### src/rtl/id_ex_pipe_reg_pkg.sv
// Shared constants for the ID/EX pipeline register: the bubble ALU code and the bundle widths.
`ifndef ID_EX_CONSTANT_VALUES
`define ID_EX_CONSTANT_VALUES
`define ALU_OFF 3'b111
`define CTRL_W (6 + ALU_OP_W)
`endif

package id_ex_pipe_reg_pkg;
  localparam int WORD_W_DEF     = 32;
  localparam int REG_ADDR_W_DEF = 5;
  localparam int ALU_OP_W_DEF   = 3;
  localparam int CNT_W_DEF      = 16;
  localparam logic [2:0] ALU_OFF = `ALU_OFF;
endpackage

### src/rtl/id_ex_pipe_reg_en_clr.sv
// Generic pipeline register: async reset and sync clear both load CLR_VAL; clear beats enable.
module pipe_reg_en_clr #(
  parameter int W = 8,
  parameter logic [W-1:0] CLR_VAL = '0
) (
  input  logic         clk,
  input  logic         rst,
  input  logic         en,
  input  logic         clr,
  input  logic [W-1:0] d,
  output logic [W-1:0] q
);

  logic [W-1:0] q_q;
  logic [W-1:0] q_d;

  always_comb begin
    q_d = q_q;
    if (clr) begin
      q_d = CLR_VAL;
    end else if (en) begin
      q_d = d;
    end
  end

  always_ff @(posedge clk or posedge rst) begin
    if (rst) begin
      q_q <= CLR_VAL;
    end else begin
      q_q <= q_d;
    end
  end

  assign q = q_q;

endmodule

### src/rtl/id_ex_pipe_reg.sv
// ID/EX pipeline register: captures control and operands from decode, with hold, flush and a
// saturating bubble counter for stall accounting.
module id_ex_pipe_reg
  import id_ex_pipe_reg_pkg::*;
#(
  parameter int WORD_W     = WORD_W_DEF,
  parameter int REG_ADDR_W = REG_ADDR_W_DEF,
  parameter int ALU_OP_W   = ALU_OP_W_DEF,
  parameter int CNT_W      = CNT_W_DEF
) (
  input  logic                  clk,
  input  logic                  rst,
  input  logic                  hold,
  input  logic                  flush,
  input  logic                  valid_in,
  input  logic                  mem_write_in,
  input  logic                  mem_read_in,
  input  logic                  reg_write_in,
  input  logic                  reg_dst_in,
  input  logic                  mem_to_reg_in,
  input  logic                  ALU_src_in,
  input  logic [ALU_OP_W-1:0]   ALU_op_in,
  input  logic [WORD_W-1:0]     pc4_in,
  input  logic [WORD_W-1:0]     rd1_in,
  input  logic [WORD_W-1:0]     rd2_in,
  input  logic [WORD_W-1:0]     imm_in,
  input  logic [REG_ADDR_W-1:0] rs_in,
  input  logic [REG_ADDR_W-1:0] rt_in,
  input  logic [REG_ADDR_W-1:0] rd_in,
  output logic                  mem_write_out,
  output logic                  mem_read_out,
  output logic                  reg_write_out,
  output logic                  reg_dst_out,
  output logic                  mem_to_reg_out,
  output logic                  ALU_src_out,
  output logic [ALU_OP_W-1:0]   ALU_op_out,
  output logic [WORD_W-1:0]     pc4_out,
  output logic [WORD_W-1:0]     rd1_out,
  output logic [WORD_W-1:0]     rd2_out,
  output logic [WORD_W-1:0]     imm_out,
  output logic [REG_ADDR_W-1:0] rs_out,
  output logic [REG_ADDR_W-1:0] rt_out,
  output logic [REG_ADDR_W-1:0] rd_out,
  output logic                  valid_out,
  output logic [CNT_W-1:0]      bubble_count
);

  // Stage protocol: flush wins over hold; hold freezes every flop including the counter;
  // otherwise each edge loads. A bubble is a flush edge or a load edge with valid_in=0.
  localparam int CTRL_W = `CTRL_W;
  localparam int DATA_W = 4 * WORD_W + 3 * REG_ADDR_W;
  localparam logic [CTRL_W-1:0] CTRL_CLR = {6'b0, ALU_OP_W'(`ALU_OFF)};

  logic [CTRL_W-1:0] ctrl_in;
  logic [CTRL_W-1:0] ctrl_out;
  logic [DATA_W-1:0] data_in;
  logic [DATA_W-1:0] data_out;

  assign ctrl_in = {mem_write_in, mem_read_in, reg_write_in, reg_dst_in, mem_to_reg_in,
                    ALU_src_in, ALU_op_in};
  assign data_in = {pc4_in, rd1_in, rd2_in, imm_in, rs_in, rt_in, rd_in};

  pipe_reg_en_clr #(.W(CTRL_W), .CLR_VAL(CTRL_CLR)) u_ctrl_reg (
    .clk (clk),
    .rst (rst),
    .en  (~hold),
    .clr (flush),
    .d   (ctrl_in),
    .q   (ctrl_out)
  );

  pipe_reg_en_clr #(.W(DATA_W), .CLR_VAL('0)) u_data_reg (
    .clk (clk),
    .rst (rst),
    .en  (~hold),
    .clr (flush),
    .d   (data_in),
    .q   (data_out)
  );

  assign {mem_write_out, mem_read_out, reg_write_out, reg_dst_out, mem_to_reg_out,
          ALU_src_out, ALU_op_out} = ctrl_out;
  assign {pc4_out, rd1_out, rd2_out, imm_out, rs_out, rt_out, rd_out} = data_out;

  logic             valid_q;
  logic             valid_d;
  logic [CNT_W-1:0] count_q;
  logic [CNT_W-1:0] count_d;
  logic             bubble_edge;

  always_comb begin
    valid_d     = valid_q;
    count_d     = count_q;
    bubble_edge = flush || (!hold && !valid_in);
    if (flush) begin
      valid_d = 1'b0;
    end else if (!hold) begin
      valid_d = valid_in;
    end
    // Saturate rather than wrap so long stalls never read as zero.
    if (bubble_edge && (count_q != {CNT_W{1'b1}})) begin
      count_d = count_q + 1'b1;
    end
  end

  always_ff @(posedge clk or posedge rst) begin
    if (rst) begin
      valid_q <= 1'b0;
      count_q <= '0;
    end else begin
      valid_q <= valid_d;
      count_q <= count_d;
    end
  end

  assign valid_out    = valid_q;
  assign bubble_count = count_q;

endmodule
### config.mk
export PLATFORM = sky130hd
export DESIGN_NAME = id_ex_pipe_reg
export DESIGN_NICKNAME = d
export VERILOG_FILES = /design/src/rtl/id_ex_pipe_reg_pkg.sv /design/src/rtl/id_ex_pipe_reg_en_clr.sv /design/src/rtl/id_ex_pipe_reg.sv
export SDC_FILE = /design/constraint.sdc
export NUM_CORES = 1
export LEC_CHECK = 0
export CORE_AREA = 8 8 120 122
export CTS_CLUSTER_DIAMETER = 50
export DETAILED_ROUTE_END_ITERATION = 6
export DIE_AREA = 0 0 128 130
export DONT_BUFFER_PORTS = 1
export GPL_TIMING_DRIVEN = 0
export PLACE_DENSITY = 0.78
export SETUP_SLACK_MARGIN = 0.02
export SLEW_MARGIN = 20
export SYNTH_ARGS = -nofsm -noshare
export SYNTH_HDL_FRONTEND = slang
export SYNTH_SLANG_ARGS = --single-unit
### constraint.sdc
create_clock -name clk -period 8.1 [get_ports clk]
set_input_delay 0.81 -clock clk [delete_from_list [all_inputs] [get_ports clk]]
set_output_delay 0.81 -clock clk [all_outputs]
set_load 0.02 [all_outputs]
==> results of run 1 <==
-- cell type report --
class / count / area share
clock buffer: 20 / 0.05612
sequential: 169 / 0.5440
inverter: 2 / 0.001930
timing repair buffer: 1 / 0.003538
buffer: 35 / 0.02010
tap: 172 / 0.02766
clock inverter: 11 / 0.02203
multi-input combinational: 363 / 0.3247
-- how the worst max path moves through the flow --
| stage | start | to | slack (ns) | cells after the start |
|---|---|---|---|---|
| finish | bubble_count[0] | bubble_count[1] | 6.16 | 5 |
| global route | bubble_count[0] | bubble_count[1] | 6.04 | 5 |
| CTS | bubble_count[0] | bubble_count[1] | 6.15 | 5 |
| detailed placement | hold | u_data_reg.q[120] | 5.80 | 5 |
| global placement | rst | u_data_reg.q[28] | 1.49 | 1 |
| floorplan | rst | bubble_count[0] | 2.72 | 1 |
-- sequential cells by signal, indices dropped and copies added (netlist names) --
| name | count |
|---|---|
| u_ctrl_reg.q | 9 |
| bubble_count | 16 |
| valid_out | 1 |
| u_data_reg.q | 143 |
-- cell families (layout without fill, tap and decap cells) --
kind of cell,Yosys count,count (layout),synth area share
fa+ha+maj,1,1,0.001807
simple gates,187,187,0.1178
xor+xnor,9,9,0.01139
flops,169,169,0.6114
buf+inv,37,69,0.02368
compound gates,15,15,0.01464
mux,151,151,0.2192
-- routing by layer --
layer  track usage  part of all wire
met1        0.2209              0.34
met2        0.3958              0.52
met3        0.1151              0.12
met4       0.08252             0.024
met5             0                 0
-- cells in the mapped netlist, drive strengths merged (2+ instances only) --
| master | number |
|---|---|
| nor2b | 3 |
| dfstp | 3 |
| a21oi | 3 |
| xor2 | 6 |
| nor4 | 2 |
| dfrtp | 166 |
| mux2 | 2 |
| mux2i | 149 |
| o21ai | 2 |
| buf | 17 |
| clkbuf | 18 |
| a31oi | 4 |
| nor3b | 3 |
| nand2 | 5 |
| nand3 | 5 |
| a211o | 3 |
| nor2 | 158 |
| or3 | 2 |
| inv | 2 |
| nand4 | 3 |
| and3 | 3 |
| xnor2 | 3 |
-- metrics by stage --
step           power (mW)  cell area (µm²)  cells  utilization  setup slack, ns
3_5_place_dp        1.247             7173    742       0.5778            5.805
5_1_grt             2.139             7781    773       0.6268            6.037
3_3_place_gp        1.231             7138    741       0.5750            1.485
2_1_floorplan       1.183             6923    569            -            2.720
6_report            2.063             7781    773       0.6268            6.157
4_1_cts             2.080             7781    773       0.6268            6.148
-- power groups by stage --
stage / Clock, mW / Sequential (mW) / Combinational, mW
floorplan: 0 / 1.04 / 0.141
global placement: 0 / 1.07 / 0.161
detailed placement: 0 / 1.07 / 0.173
CTS: 0.847 / 1.06 / 0.174
global route: 0.880 / 1.07 / 0.193
finish: 0.834 / 1.06 / 0.171
==> reports/results.ini, run 1 <==
[sta]
whs_ns=0.2800
finalSetupViolations=0
post-route-period-util=0.2399
fmax_mhz=514.6
period_minus_slack_ns=1.943
finalClockSkew_ns=0.01139
maxSlewViolCount=0
timing.final.hold_violations=0
worst_slew_margin_rel=0.5375
worstMarginPinSlew_ns=0.6938
tns_ns=0
rsz0062_at_grt=false

[route]
routed_wl_mm=18.75
antenna_left=0
post_drt_wl_per_cell_um=24.26
num_vias=4353
vias_per_cell=5.631
route.detailed.drc=0
drt_iter0_drc=284
first_pass_iters=5

[placed_design]
gp_congestion=0.7913
dp_hpwl_mm=14.69
portBuffers=0

[worst_setup_path]
reg2regPathDepth=5
cp_num_buf_inv=0
regToRegSetupSlack_ns=6.16
cp_top_family=simple AND/OR/NAND/NOR gates
startpoint_type=register
worst_ep_arrival_time_ns=2.24
worstPathRequired_ns=8.39
crit_path_end_kind=register
crit_chain=ha_1 > nand3_1 > nor4_4 > nor2_2 > mux2_4
path_max_fanout=5
cp_slowest_stage_delay_ns=0.54
r2r_end=bubble_count[1]
criticalPathCategory=reg -> reg
cpMaxStageDelayCell=dfrtp_1
r2r_start=bubble_count[0]

[global_route]
grt_max_degree=104
antenna_found_initial=0
overflow=0
grt_pass1_wl_mm=28.03
grt_pass1_vias=4648
grt_use_total=0.2238

[logic_synthesis]
ys_warn_count=0
syn_inst=569
synth_area_leaders=dfrtp_1, mux2i_1, nor2_1
synth_edf_count=0
synth_nets=727
netlist_area_um2=6923
avgSynthCellArea_um2=12.17
synth_ff_type=dfrtp_1
synth_cell_types=37
synth-seq-cells=169
synth_seq_area_share=0.6114
yosysTopAreaCellShare=0.6000
yosysTopAreaCell=dfrtp_1
synthArstFlopShare=1.000

[clock_tree]
insertion_delay_ns=0.42
postCtsSetupBuffers=0
cts_hold_buf=0
cts_root_buffer=clkbuf_16
htree_num_levels=4
cts_buffers=17
clk_pin_slew_ns=0.06
post_cts_resized=0
clock_sink_count=169
clock_path_buffers=2
tritoncts=built

[pwr]
clkPwrFrac=0.404
switchingPower_mw=0.5666
powerDensity_nw_per_um2=265.1
sequentialPowerShare=0.513
power.internal_mw=1.496
peakVddDrop_v=0.0001169
sw_frac_of_total=0.2747
leakagePower_nw=3.961
p_comb_frac=0.083

[layout]
final_cell_mix=dfrtp_1, nor2_1, mux2i_1
area_growth_pct=12.40
multi_input_area_um2=2526
n_fill_cell=1007
nets=747
drive_above_1_share=0.09983
final_common_cell=dfrtp_1
seq_area_um2=4233
diodes=0

[die]
fp.dieArea_um2=16640
fp.dieH_um=130
coreArea_um2=12410
io_pins=326
start_util=0.5576
rows=41
die_width_um=128

[min_path]
min_path_type=in -> async

[run_status]
outcome=finished, final reports clean

[flow_run]
drv_cap=0

Note: power is estimated with default switching activity, not from simulation.
==> inputs of run 2 (changes only) <==
==> constraint.sdc (replaced) <==
create_clock -name clk -period 1.8 [get_ports clk]
set_input_delay 0.18 -clock clk [delete_from_list [all_inputs] [get_ports clk]]
set_output_delay 0.18 -clock clk [all_outputs]
set_load 0.02 [all_outputs]
==> run 2 against run 1 <==
  * Critical path depth unchanged
  * Sequential power rose to 4.5 times the previous value
  * Global-route usage increased by 5.4 points
  * Power grew to 4.5 times the previous value
  * Clock skew decreased by 0.0081 ns
  * Setup slack lost 6.1 ns
  * Maximum frequency rose by 13%
  * Cell count up 21%
  * Die area is the same
  * Sequential share of layout area is 9.3 points lower
  * Largest cell class unchanged
==> reports/results.ini, run 2 (same netlist as run 1, synthesis figures left out) <==
[min_path]
min_path_type=in -> reg
hp-start=valid_in
min_to=valid_out
hold_depth=2

[die]
coreArea_um2=12410  ; unchanged
io_pins=326  ; unchanged
fp.dieH_um=130  ; unchanged
fp.dieArea_um2=16640  ; unchanged
rows=41  ; unchanged
die_width_um=128  ; unchanged
start_util=0.5576  ; unchanged

[sta]
rsz0062_at_grt=false
whs_ns=0.05592  ; -0.2241 ns
timing.final.hold_violations=0  ; unchanged
finalClockSkew_ns=0.003290  ; -0.008100 ns
period_minus_slack_ns=1.726  ; -0.2177 ns
worstMarginPinSlew_ns=0.7633  ; +0.06950 ns
fmax_mhz=579.5  ; +13%
worst_slew_margin_rel=0.4912  ; -0.04633
maxSlewViolCount=0  ; unchanged
tns_ns=0  ; unchanged
finalSetupViolations=0  ; unchanged
post-route-period-util=0.9587  ; +0.7188

[route]
first_pass_iters=4  ; -1
antenna_left=0  ; unchanged
vias_per_cell=5.750  ; +2.1%
routed_wl_mm=22.62  ; +21%
drt_iter0_drc=266  ; -6.3%
post_drt_wl_per_cell_um=24.14  ; -0.47%
num_vias=5388  ; +24%
route.detailed.drc=0  ; unchanged

[clock_tree]
clock_sink_count=169  ; unchanged
tritoncts=built
cts_buffers=17  ; unchanged
htree_num_levels=4  ; unchanged
cts_root_buffer=clkbuf_16
clk_pin_slew_ns=0.06  ; about the same
insertion_delay_ns=0.42  ; about the same
clock_path_buffers=2  ; unchanged

[global_route]
overflow=0  ; unchanged
antenna_found_initial=1  ; +1
grt_pass1_wl_mm=34.99  ; +25%
grt_use_total=0.2780  ; +0.05420
grt_max_degree=39  ; -63%
grt_pass1_vias=5959  ; +28%

[layout]
final_cell_mix=dfrtp_1, nor2_1, dlygate4sd3_1
area_growth_pct=35.82
seq_area_um2=4242  ; +0.21%
nets=907  ; +21%
final_common_cell=dfrtp_1
drive_above_1_share=0.1010  ; +0.001216
multi_input_area_um2=2565  ; +1.5%
n_fill_cell=726  ; -28%
largest_reg_flops=143  ; unchanged

[placed_design]
portBuffers=0  ; unchanged
gp_congestion=0.8162  ; +3.1%
dp_hpwl_mm=14.68  ; -0.11%

[pwr]
sw_frac_of_total=0.2868  ; +0.01212
peakVddDrop_v=0.0006390  ; +450%
powerDensity_nw_per_um2=997.7  ; +280%
sequentialPowerShare=0.513  ; about the same
power.internal_mw=6.691  ; +350%
switchingPower_mw=2.691  ; +370%
leakagePower_nw=4.613  ; +16%
p_comb_frac=0.122  ; +0.039
clkPwrFrac=0.365  ; -0.039

[run_status]
outcome=finished, final reports clean

[worst_setup_path]
r2r_end=bubble_count[12]
regToRegSetupSlack_ns=0.07  ; -6.08 ns
path_max_fanout=5  ; unchanged
reg2regPathDepth=5  ; unchanged
r2r_start=bubble_count[0]
worst_ep_arrival_time_ns=2.07  ; -0.17 ns
criticalPathCategory=reg -> reg
worstPathRequired_ns=2.14  ; -6.25 ns
startpoint_type=register
crit_path_end_kind=register

[flow_run]
drv_cap=0  ; unchanged

==> run 2: power groups by stage <==
stage	registers [mW]	clock network, mW	logic [mW]
5_1_grt	4.85	3.62	1.26
2_1_floorplan	4.69	0	0.635
4_1_cts	4.78	3.46	1.09
6_report	4.81	3.43	1.15
3_3_place_gp	4.82	0	0.729
3_5_place_dp	4.83	0	0.803
==> run 2: how the worst max path moves through the flow <==
stage,endpoint,slack (ns),cells after the start,from
after floorplan,bubble_count[0],-0.53,1,rst
final,bubble_count[12],0.07,5,bubble_count[0]
after CTS,bubble_count[12],0.03,5,bubble_count[0]
after global routing,bubble_count[12],0.01,5,bubble_count[0]
after global placement,u_data_reg.q[28],-1.19,1,rst
after detailed placement,bubble_count[1],-0.13,5,bubble_count[0]
==> run 2: per-layer routing <==
layer | wire length (µm) | vias up | share of wire | GRT usage
met5 | 0 | - | 0 | 0
met4 | 1107 | 0 | 0.049 | 0.1629
met3 | 2339 | 79 | 0.10 | 0.1081
met2 | 11480 | 330 | 0.51 | 0.4773
met1 | 7696 | 2705 | 0.34 | 0.2861
li1 | - | 2274 | - | -
==> run 2: critical path, cell delays in order, from the launching register on <==
cell	delay (ns)
dfrtp_2	0.48
ha_4	0.19
nand3_4	0.11
or3_4	0.47
nor3b_2	0.23
xor2_1	0.17
==> run 2: area by class of cell <==
class | count | share of cell area
Multi-Input combinational cell | 363 | 0.2728
Sequential cell | 169 | 0.4511
Clock buffer | 24 | 0.05123
Buffer | 35 | 0.01663
Antenna cell | 3 | 0.0007984
Clock inverter | 8 | 0.007452
Timing Repair Buffer | 161 | 0.1759
Inverter | 2 | 0.001198
Tap cell | 172 | 0.02289
==> run 2: what timing repair did <==
action,4_1_cts,5_1_grt
setup endpoints to repair,10,10
endpoints found under the hold margin,283,0
gates resized for setup,6,7
hold buffers,153,0
setup buffers,1,2
pin swaps,1,5
==> run 2: stage by stage <==
step	utilization	std cells	area [µm²]	total power, mW	setup WS (ns)
2_1_floorplan	-	569	6927	5.325	-0.5323
3_3_place_gp	0.5753	741	7142	5.548	-1.188
3_5_place_dp	0.5834	746	7242	5.636	-0.1265
4_1_cts	0.7527	932	9344	9.327	0.02867
5_1_grt	0.7570	935	9398	9.734	0.01479
6_report	0.7574	937	9403	9.382	0.07435
==> RTL change 1, RTL diff (settings of run 2) <==
Register the input `mem_to_reg_in` before use, without a reset. The logic sees it one clock later. The other inputs are not delayed to match.
--- a/src/rtl/id_ex_pipe_reg.sv
+++ b/src/rtl/id_ex_pipe_reg.sv
@@ -53,2 +53,8 @@
 
+  logic mem_to_reg_q;
+
+  always_ff @(posedge clk) begin
+    mem_to_reg_q <= mem_to_reg_in;
+  end
+
   logic [CTRL_W-1:0] ctrl_in;
@@ -58,3 +64,3 @@
 
-  assign ctrl_in = {mem_write_in, mem_read_in, reg_write_in, reg_dst_in, mem_to_reg_in,
+  assign ctrl_in = {mem_write_in, mem_read_in, reg_write_in, reg_dst_in, mem_to_reg_q,
                     ALU_src_in, ALU_op_in};
Check against the original RTL: not equivalent (Yosys sat finds a counterexample within 4 cycles, from zero or initial values and one cycle with rst high).
==> RTL change 1 against run 2 <==
Worst setup slack improved by 0.015 ns; clock skew about the same; synthesized area increased by 0.29%; total power increased by 1.5%; cell area increased by 0.71%; routed wire length increased by 5.9%; sequential share of layout area decreased by 0.12 points; maximum frequency increased by 0.90%; critical endpoint unchanged; combinational power increased by 3%; sequential cell count increased by 1; hold slack got worse by 0.015 ns.
==> RTL change 1: results (changes against run 2) <==
[setup_path]
cp_slowest_cell=dfrtp_2  ; unchanged
crit_arrival_ns=2.05  ; was 2.07 ns
critical_path_peak_fanout=5  ; unchanged
rrSetupSlack_ns=0.09  ; was 0.07 ns
cpPeakStageDelay_ns=0.50  ; was 0.48 ns

[synthesis]
synthTopCellsByCount=166 x dfrtp_1, 157 x nor2_1, 149 x mux2i_1  ; unchanged
synth_mux_area_frac=0.219  ; about the same
synth_cells=570  ; was 569
synth-compound-area-share=0.0146  ; about the same
syn-num-nets=728  ; was 727
synth-xor-area-share=0.0114  ; about the same
synthArstFlopShare=0.994  ; was 1.00
ys_types=38  ; was 37
synth-seq-area-share=0.613  ; was 0.611
yosys_warnings=0  ; unchanged
synthTopCellsByArea=dfrtp_1 60%, mux2i_1 21%, nor2_1 8.5%, buf_2 1.2%, dfstp_2 1.1%  ; was dfrtp_1 60%, mux2i_1 22%, nor2_1 8.5%, buf_2 1.2%, dfstp_2 1.1%
synthAdderAreaFrac=0.00180  ; was 0.00181

[placement]
placed_area_mm2=0.00730  ; was 0.00724 mm2
io_buffers=0  ; unchanged
place_hpwl_um=15300  ; was 14700 um
gp_congestion=0.822  ; was 0.816
dpl.cell_count=748  ; was 746

[grt]
grt_usage=0.289  ; was 0.278
grt_max_degree=33  ; was 39
antenna_found_initial=1  ; unchanged
grt_pass1_wl_um=36000  ; was 35000 um
grt_pass1_vias=5879  ; was 5959

[final_layout]
final_net_count=909  ; was 907
fillers=695  ; was 726
largest_reg_flops=143  ; unchanged
fin_util=0.763  ; was 0.757
layout-drive-gt1-share=0.105  ; was 0.101

[run_status]
status=finished, final reports clean  ; unchanged

[clock_network]
htreeDepth=4  ; unchanged
path_clk_slew_ns=0.06  ; about the same
cts_buffers=17  ; unchanged
worstSkewPairLatency_ns=0.42  ; about the same
clk_path_buf_depth=2  ; unchanged
root_buffer=clkbuf_16  ; unchanged

[pwr]
irDropWorstVdd_mv=0.641  ; was 0.639 mV
leakage_nw=4.66  ; was 4.61 nW

[route]
vias_per_cell=5.77  ; was 5.75
first_pass_iters=5  ; was 4
routedWlPerCell_um=25.6  ; was 24.1 um
wl_um=24000  ; was 22600 um
first_iter_violations=345  ; was 266

[sta]
hold_slack_ns=0.0412  ; was 0.0559 ns
clock_skew_ns=0.00342  ; was 0.00329 ns
worst_pin_slew_ns=0.716  ; was 0.763 ns

[min_path]
hp-class=input port to register  ; unchanged

[RTL change 1: cell count changes in the layout (fill, tap and decap cells not counted), sizes merged]
cell / change
clkinvlp: -2
dfxtp: +1
clkbuf: -3
inv: +1
diode: -2
buf: +2
dlygate4sd3: -1
clkinv: +3
[RTL change 1: per-layer routing]
layer,global-route usage,share of wire,wire length [um],up-vias
li1,-,-,-,2281
met1,0.288,0.33,7880,2715
met2,0.515,0.53,12600,330
met3,0.109,0.10,2480,75
met4,0.155,0.041,972,0
met5,0,0,0,-
[RTL change 1: critical path, delay by kind of cell (launching register included)]
kind	cells	cell delay, ns
DFF	1	0.50
xor gates and xnor gates	1	0.16
adders and majority gates	1	0.20
and+or+nand+nor	3	0.77
[RTL change 1: cells by family after synthesis]
logic type | after synthesis
buffers and inverters | 37
DFF | 170
adders and majority gates | 1
and+or+nand+nor | 187
muxes | 151
xor gates and xnor gates | 9
AOI/OAI and AO/OA | 15
[RTL change 1: power breakdown]
group	switching, mW	internal, mW	total, mW
registers	0.723	4.11	4.84
logic	0.576	0.613	1.19
clock network	1.49	2.01	3.50
[RTL change 1: cell type report]
cell class,count,area share
Antenna cell,1,0.000264
Timing Repair Buffer,162,0.179
Sequential cell,170,0.450
Multi-Input combinational cell,363,0.271
Clock inverter,10,0.00991
Buffer,35,0.0165
Inverter,2,0.00119
Clock buffer,21,0.0497
Tap cell,172,0.0227
[RTL change 1: per-stage QoR]
step / TNS (ns) / setup slack [ns]
3_3_place_gp: -199.92 / -1.20
2_1_floorplan: -88.36 / -0.532
4_1_cts: 0 / 0.0360
3_5_place_dp: -0.733 / -0.181
5_1_grt: 0 / 0.0106
6_report: 0 / 0.0897
[RTL change 1: timing repair]
item	in CTS	in global routing
setup buffers	2	2
setup endpoints to repair	9	10
pin swaps	1	3
hold buffers	152	0
gates resized for setup	5	7
endpoints found under the hold margin	220	0
[RTL change 1: path summary, 6_finish.rpt]
check,endpoint,from,cells after the start
min in group asynchronous,u_data_reg.q[81]$_DFFE_PP0P_,rst,2
setup reg to reg,bubble_count[12]$_DFFE_PP0P_,bubble_count[0]$_DFFE_PP0P_,5
hold / removal,u_ctrl_reg.q[2]$_DFFE_PP1P_,ALU_op_in[2],2
max in group asynchronous,u_data_reg.q[20]$_DFFE_PP0P_,rst,5
setup / recovery,bubble_count[12]$_DFFE_PP0P_,bubble_count[0]$_DFFE_PP0P_,5
hold reg to reg,u_ctrl_reg.q[4]$_DFFE_PP0P_,mem_to_reg_q$_DFF_P_,2
==> RTL change 2, RTL diff (flow settings as in run 2) <==
Without the edit above. Change the package constant `ALU_OP_W_DEF` from 3 to 6.
--- a/src/rtl/id_ex_pipe_reg_pkg.sv
+++ b/src/rtl/id_ex_pipe_reg_pkg.sv
@@ -10,3 +10,3 @@
   localparam int REG_ADDR_W_DEF = 5;
-  localparam int ALU_OP_W_DEF   = 3;
+  localparam int ALU_OP_W_DEF   = 6;
   localparam int CNT_W_DEF      = 16;
Interface: changed (resized ALU_op_in and ALU_op_out); port bits go from 326 to 332. No check against the original RTL was run, so the function may have changed too.
==> RTL change 2 against run 2 <==
Worst setup slack got worse by 0.053 ns; die area did not move; largest power group unchanged; cell area up 1.3%; critical endpoint is now bubble_count[10]$_DFFE_PP0P_; sequential cell count up 3; total power grew 1.1%; hold slack worse by 0.037 ns; critical path type unchanged; cell count rose by 0.96%; routed wire length up 5.6%; synthesized area increased by 1.5%.
==> RTL change 2: results (changes against run 2) <==
[sta]
worst_pin_slew_ns=0.616  ; was 0.763 ns
fin_crit_ns=1.78  ; was 1.73 ns
hold_slack_ns=0.0193  ; was 0.0559 ns

[grt]
met1_usage=0.276  ; was 0.286
grt_pass1_wl_um=35800  ; was 35000 um
grt_max_degree=38  ; was 39
antenna_found_initial=3  ; was 1
use_met2=0.502  ; was 0.477

[synthesis]
syn_avg_cell_area_um2=12.2  ; about the same
synth-seq-area-share=0.613  ; was 0.611
synthTopCellsByArea=dfrtp_1 60%, mux2i_1 22%, nor2_1 8.4%, xor2_1 1.5%, buf_2 1.1%  ; was dfrtp_1 60%, mux2i_1 22%, nor2_1 8.5%, buf_2 1.2%, dfstp_2 1.1%
syn-num-nets=737  ; was 727
synthTopCellsByCount=169 x dfrtp_1, 158 x nor2_1, 152 x mux2i_1  ; was 166 x dfrtp_1, 157 x nor2_1, 149 x mux2i_1

[route]
drt-met1-wl_um=7590  ; was 7700 um
dr_total_vias=5545  ; was 5388
first_iter_violations=335  ; was 266
wl_met3_um=2430  ; was 2340 um
wl_um=23900  ; was 22600 um
vias_per_cell=5.86  ; was 5.75
wl_met2_um=12600  ; was 11500 um

[pwr]
irDropWorstVdd_mv=0.630  ; was 0.639 mV
powerSeq_mw=4.87  ; was 4.81 mW
power.switching_mw=2.73  ; was 2.69 mW
leakage_nw=4.72  ; was 4.61 nW

[setup_path]
rr_worst_depth=6  ; was 5
rrSetupSlack_ns=0.02  ; was 0.07 ns
startpoint=bubble_count[14]$_DFFE_PP0P_  ; was bubble_count[0]$_DFFE_PP0P_
endpoint=bubble_count[10]$_DFFE_PP0P_  ; was bubble_count[12]$_DFFE_PP0P_
cpPeakStageDelay_ns=0.54  ; was 0.48 ns
cp_slowest_cell=dfrtp_1  ; was dfrtp_2

[placement]
dpl.cell_count=753  ; was 746
placed_area_mm2=0.00735  ; was 0.00724 mm2
gp_congestion=0.813  ; was 0.816
post-place-ws_ns=-0.167  ; was -0.126 ns
place_hpwl_um=14800  ; was 14700 um

[clock_network]
postCtsSetupBuffers=0  ; was 1
ctsHoldBuffers=155  ; was 153
clk_path_buf_depth=2  ; unchanged
ctsResizeCount=5  ; was 6

[min_path]
min_delay_worst_endpoint=u_ctrl_reg.q[2]$_DFFE_PP1P_  ; was valid_out$_DFFE_PP0P_
hold_start=ALU_op_in[2]  ; was valid_in

[final_layout]
layout-drive-gt1-share=0.0948  ; was 0.101
final_net_count=919  ; was 907

[run_status]
status=finished, final reports clean  ; unchanged

RTL change 2: changes by cell type after synthesis, sizes merged, moves of 2 or more:
cell	delta
dfrtp	+3
o21ai	-2
xnor2	-2
nand2	-2
and2	+2
mux2i	+3
xor2	+6
a31oi	-4
nand4	+2
nor3	+5
RTL change 2: cells by family (layout without fill, tap and decap cells):
logic type                 count (synthesis)  after routing  synth area share
other                                      0              4                 0
adders and majority gates                  1              1           0.00178
and+or+nand+nor                          192            192             0.116
DFF                                      172            172             0.613
buffers and inverters                     38            232            0.0253
muxes                                    154            154             0.220
AOI/OAI and AO/OA                          6              6           0.00784
xor gates and xnor gates                  13             13            0.0162
RTL change 2: cell type report:
class                   count  area (um2)
well taps                 172         215
multi-input cells         366        2570
diodes                      4        10.0
repair buffers            163        1680
clock inverters             7        65.1
plain buffers              36         170
flip-flops and latches    172        4320
fillers                   715        2890
inverters                   2        11.3
clock buffers              24         482
